### config.mk
export PLATFORM = sky130hd
export DESIGN_NAME = dcim_sweep_accumulator
export DESIGN_NICKNAME = d
export VERILOG_FILES = /design/src/rtl/dcim_pkg.sv /design/src/rtl/dcim_result_fifo.sv /design/src/rtl/dcim_sweep_accumulator.sv
export SDC_FILE = /design/constraint.sdc
export NUM_CORES = 1
export LEC_CHECK = 0
export CAP_MARGIN = 0
export CELL_PAD_IN_SITES_DETAIL_PLACEMENT = 0
export CELL_PAD_IN_SITES_GLOBAL_PLACEMENT = 1
export CORE_AREA = 2 2 355 181
export DETAILED_ROUTE_END_ITERATION = 10
export DIE_AREA = 0 0 357 183
export PLACE_DENSITY_LB_ADDON = 0.1
export SYNTH_ARGS = -nofsm -noshare
export SYNTH_HDL_FRONTEND = slang
export SYNTH_SLANG_ARGS = --single-unit
export TNS_END_PERCENT = 1
### constraint.sdc
create_clock -name clk -period 18.1 [get_ports clk]
set_input_delay 3.62 -clock clk [delete_from_list [all_inputs] [get_ports clk]]
set_output_delay 3.62 -clock clk [all_outputs]
set_load 0.02 [all_outputs]
### src/rtl/dcim_pkg.sv
// Shared widths and types for the DCIM SRAM-multiplier system and its
// downstream sweep accumulator.
package dcim_pkg;

    localparam int PROD_WIDTH = 64;
    localparam int ADDR_COUNT = 64;
    localparam int ADDR_WIDTH = $clog2(ADDR_COUNT);
    localparam int ACC_WIDTH  = PROD_WIDTH + ADDR_WIDTH;
    localparam int FIFO_DEPTH = 4;

    typedef logic [PROD_WIDTH-1:0] prod_t;
    typedef logic [ACC_WIDTH-1:0]  acc_t;

    localparam logic [ADDR_WIDTH-1:0] LAST_IDX = ADDR_WIDTH'(ADDR_COUNT - 1);

    // Products are unsigned, so widening is a plain zero-extension.
    function automatic acc_t widen(input prod_t p);
        return ACC_WIDTH'(p);
    endfunction

endpackage

### src/rtl/dcim_result_fifo.sv
// Small result FIFO with a registered head. Full/empty come from pointers
// carrying an extra wrap bit; push and pop in the same cycle are legal.
module dcim_result_fifo #(
    parameter int WIDTH = 8,
    parameter int DEPTH = 4
) (
    input  logic             clk,
    input  logic             rst_n,
    input  logic             push,
    input  logic [WIDTH-1:0] push_data,
    input  logic             pop_ready,
    output logic             out_valid,
    output logic [WIDTH-1:0] out_data,
    output logic             full,
    output logic             drop
);

    localparam int PW = $clog2(DEPTH);

    logic [PW:0]      wr_ptr, rd_ptr, wr_ptr_n, rd_ptr_n;
    logic [WIDTH-1:0] mem [DEPTH];
    logic [WIDTH-1:0] head_q;
    logic             empty, pop, push_ok;

    assign empty    = (wr_ptr == rd_ptr);
    assign full     = (wr_ptr[PW-1:0] == rd_ptr[PW-1:0]) && (wr_ptr[PW] != rd_ptr[PW]);
    assign pop      = !empty && pop_ready;
    // Pop-then-push: a full FIFO still accepts when the head leaves this cycle.
    assign push_ok  = push && (!full || pop);
    assign drop     = push && !push_ok;
    assign wr_ptr_n = wr_ptr + (PW+1)'(push_ok);
    assign rd_ptr_n = rd_ptr + (PW+1)'(pop);

    always_ff @(posedge clk) begin
        if (push_ok) begin
            mem[wr_ptr[PW-1:0]] <= push_data;
        end
    end

    // The head register tracks mem[rd_ptr], bypassing the write when the
    // incoming word becomes the only entry.
    always_ff @(posedge clk) begin
        if (!rst_n) begin
            wr_ptr <= '0;
            rd_ptr <= '0;
            head_q <= '0;
        end else begin
            wr_ptr <= wr_ptr_n;
            rd_ptr <= rd_ptr_n;
            if (wr_ptr_n == rd_ptr_n) begin
                head_q <= '0;
            end else if (push_ok && (wr_ptr[PW-1:0] == rd_ptr_n[PW-1:0])) begin
                head_q <= push_data;
            end else begin
                head_q <= mem[rd_ptr_n[PW-1:0]];
            end
        end
    end

    assign out_valid = !empty;
    assign out_data  = head_q;

endmodule

### src/rtl/dcim_sweep_accumulator.sv
// Sums one full SRAM sweep of multiplier products into a dot-product result
// and queues completed results behind a valid/ready output.
module dcim_sweep_accumulator
    import dcim_pkg::*;
(
    input  logic                  clk,
    input  logic                  rst_n,
    input  logic                  clear,
    input  logic                  in_valid,
    input  logic [PROD_WIDTH-1:0] in_data,
    output logic                  out_valid,
    input  logic                  out_ready,
    output logic [ACC_WIDTH-1:0]  out_sum,
    output logic [ADDR_WIDTH-1:0] sweep_idx,
    output logic                  drop_err
);

    // Handshake: a result transfers on any rising edge where out_valid and
    // out_ready are both high; out_sum holds while out_valid && !out_ready.
    // The input side has no ready and absorbs every in_valid strobe.

    acc_t                  acc;
    logic [ADDR_WIDTH-1:0] idx;
    acc_t                  sum_next;
    logic                  last;
    logic                  fifo_full;
    logic                  fifo_drop;

    assign sum_next = acc + widen(in_data);
    assign last     = in_valid && !clear && (idx == LAST_IDX);

    always_ff @(posedge clk) begin
        if (!rst_n) begin
            acc      <= '0;
            idx      <= '0;
            drop_err <= 1'b0;
        end else begin
            if (clear) begin
                acc <= '0;
                idx <= '0;
            end else if (in_valid) begin
                if (last) begin
                    acc <= '0;
                    idx <= '0;
                end else begin
                    acc <= sum_next;
                    idx <= idx + ADDR_WIDTH'(1);
                end
            end
            if (fifo_drop) begin
                drop_err <= 1'b1;
            end
        end
    end

    assign sweep_idx = idx;

    dcim_result_fifo #(
        .WIDTH (ACC_WIDTH),
        .DEPTH (FIFO_DEPTH)
    ) u_fifo (
        .clk       (clk),
        .rst_n     (rst_n),
        .push      (last),
        .push_data (sum_next),
        .pop_ready (out_ready),
        .out_valid (out_valid),
        .out_data  (out_sum),
        .full      (fifo_full),
        .drop      (fifo_drop)
    );

endmodule

==> results.cfg <==
[critical_path]
arrival_ps = 7780
r2r_slack_ps = 13150
crit_start = out_ready
worstSetupEndpointType = flip-flop
path_max_fanout = 47
worst_setup_path_start_kind = input port
crit_type = in -> reg
required_ps = 18500
rr_startpoint = u_fifo.wr_ptr[2]

[timing]
post-route-period-util = 0.4076
finalSetupViolCount = 0
worst_pin_slew_ps = 1092
slew_viol_final = 0
finalHoldViolCount = 0
rsz0062_at_grt = no
slew-limit-headroom = 0.2697
min_period_ps = 7378
holdWs_ps = 476.5
tns_ps = 0
skew_ps = 36.17
fmax_mhz = 135.5

[clocking]
cts_tree = done
holdBufCountCts = 0
cts_sinks = 433
cts_setup_buffers = 0
root_buffer = clkbuf_16
cts_inserted_buffers = 44
ctsResizeCount = 0
path_clk_slew_ps = 60
clk_latency_ps = 580
cts_buffer_depth = 3
htreeDepth = 2

[placement]
io_buffers = 146
dp_hpwl_um = 41750
gp_congestion = 0.8421
placed_area_sq_um = 22170

[routing]
dr.first_iter.drc_count = 1097
ant_nets = 0
dr.pass1.iters = 5
vias = 13270
drc_errors = 0
wl_per_cell_um = 23.70
avgViaCountPerCell = 5.143
drt-total-wl_um = 61120

[final_layout]
drive_gt1_frac = 0.1230
final_nets = 1843
area_delta_synth_final_pct = 19.39
regArea_sq_um = 11470
final_cell_mix = edfxtp_1, nand2_1, a21oi_1, dfxtp_1, clkdlybuf4s50_1
fillCellCount = 6056
finalInstanceArea_sq_um = 23590
layout.cells.most_common = edfxtp_1
multi_input_area_sq_um = 7959

[synthesis]
synth_edf_count = 280
syn_avg_cell_area_sq_um = 12.55
yosys.area_share.simple = 0.09975
ys_warn_count = 0
synth-seq-cells = 433
synth_compound_area_frac = 0.1330
synthMuxAreaShare = 0.08334
synth_cell_types = 87
synthAdderAreaFrac = 0.04471
synth_xor_area_frac = 0.03743
synth_top_family_by_area = compound AO/OA/AOI/OAI gates
synthFlopType = edfxtp_1
syn_area_sq_um = 19760
synthCells = 1574
yosysSeqAreaShare = 0.5806
synthArstFlopShare = 0
syn-num-nets = 1713

[grt]
grt_use_met2 = 0.2543
grt_max_degree = 58
busiest_layer = met1
grt_pass1_vias = 13240
grtUsageMet3 = 0.04090
grt_overflow = 0
grt.total_usage = 0.1881
use_met1 = 0.3051
antenna_found_initial = 3
grt_first_pass_wirelength_um = 90390

[power]
pwr-share-clk = 0.415
seq_power_share = 0.494
p_per_area_nw_per_um2 = 92.65
ir_worst_vdd_mv = 0.05591
p_comb_frac = 0.092
switchingPower_mw = 0.5456
p_leak_nw = 8.278
power_mw = 2.185
swShare = 0.2497
intPower_mw = 1.640

[floorplan]
rows = 65
core_sq_um = 62300
die_x_um = 357
dieArea_sq_um = 65330
die_height_um = 183
ioPinCount = 147
start_util = 0.3171

[job]
drv_cap = 0

[worst_hold_path]
hold_path_class = reg -> reg
worstHoldStart = acc[0]

[status]
status = completed
## path summary, 6_finish.rpt
kind         depth (start not counted)             endpoint
max                                  8  u_fifo.out_data[38]
min                                  2               acc[0]
max reg2reg                          9  u_fifo.out_data[38]
min reg2reg                          2               acc[0]
## routing by layer
layer	vias to the layer above	wire length, um
li1	6230	-
met1	6661	32910
met2	316	23960
met3	58	3497
met4	0	753
met5	-	0
## area by class of cell
type,count,share of cell area
well taps,837,0.04440
flip-flops and latches,433,0.4863
diodes,2,0.0002122
inverters,23,0.003660
repair buffers,166,0.06811
multi-input cells,1036,0.3374
clock inverters,28,0.009389
clock buffers,54,0.05045
## flip-flops by register name (all words and copies together) (netlist names)
register	cells
drop_err	1
u_fifo.out_data	70
u_fifo.wr_ptr	3
u_fifo.mem	280
acc	70
sweep_idx	6
u_fifo.rd_ptr	3
## worst max-delay path, stage by stage
cell and delay (ps):
clkdlybuf4s50_1 430, and2_1 180, ha_4 780, buf_4 860, xor2_1 220, o31ai_4 680, buf_4 690, a21oi_1 110
## logic make-up after synthesis
| family | count (synthesis) |
|---|---|
| adders and majority gates | 70 |
| xor gates and xnor gates | 81 |
| and+or+nand+nor | 421 |
| DFF | 433 |
| buffers and inverters | 105 |
| AOI/OAI and AO/OA | 387 |
| muxes | 77 |
## power by group through the flow
stage	sequential, mW	clock [mW]	combinational [mW]
after floorplan	1.10	0	0.121
after global placement	1.10	0	0.196
after detailed placement	1.10	0	0.198
after CTS	1.08	0.937	0.199
after global routing	1.08	0.978	0.219
final	1.08	0.907	0.200
## per-stage QoR
step	util	instances	setup slack (ps)
after detailed placement	0.3559	2495	10050
after floorplan	-	1574	5850
final	0.3786	2579	10720
after global placement	0.3559	2495	10160
after CTS	0.3785	2577	10690
after global routing	0.3785	2577	10420
## cell usage after synthesis, drive strengths merged, types with 7 or more instances
| cell | instances | share of area |
|---|---|---|
| xnor2 | 54 | 0.025 |
| nor4 | 7 | 0.0030 |
| edfxtp | 280 | 0.43 |
| mux2i | 7 | 0.0035 |
| nand3 | 25 | 0.0066 |
| ha | 69 | 0.044 |
| a21oi | 171 | 0.045 |
| o21bai | 15 | 0.0065 |
| nor2 | 93 | 0.018 |
| a21o | 26 | 0.0099 |
| xor2 | 27 | 0.012 |
| a31oi | 12 | 0.0046 |
| nand2b | 11 | 0.0035 |
| inv | 23 | 0.0044 |
| mux4 | 70 | 0.080 |
| o211ai | 9 | 0.0044 |
| clkbuf | 64 | 0.012 |
| and3 | 12 | 0.0038 |
| nor2b | 29 | 0.0092 |
| buf | 18 | 0.0046 |
| nand2 | 172 | 0.033 |
| o21ai | 47 | 0.012 |
| and2 | 12 | 0.0038 |
| a22o | 49 | 0.022 |
| or3 | 7 | 0.0025 |
| nor3 | 18 | 0.0046 |
| nand4 | 21 | 0.0070 |
| dfxtp | 153 | 0.16 |
Note: power is estimated with default switching activity, not from simulation.
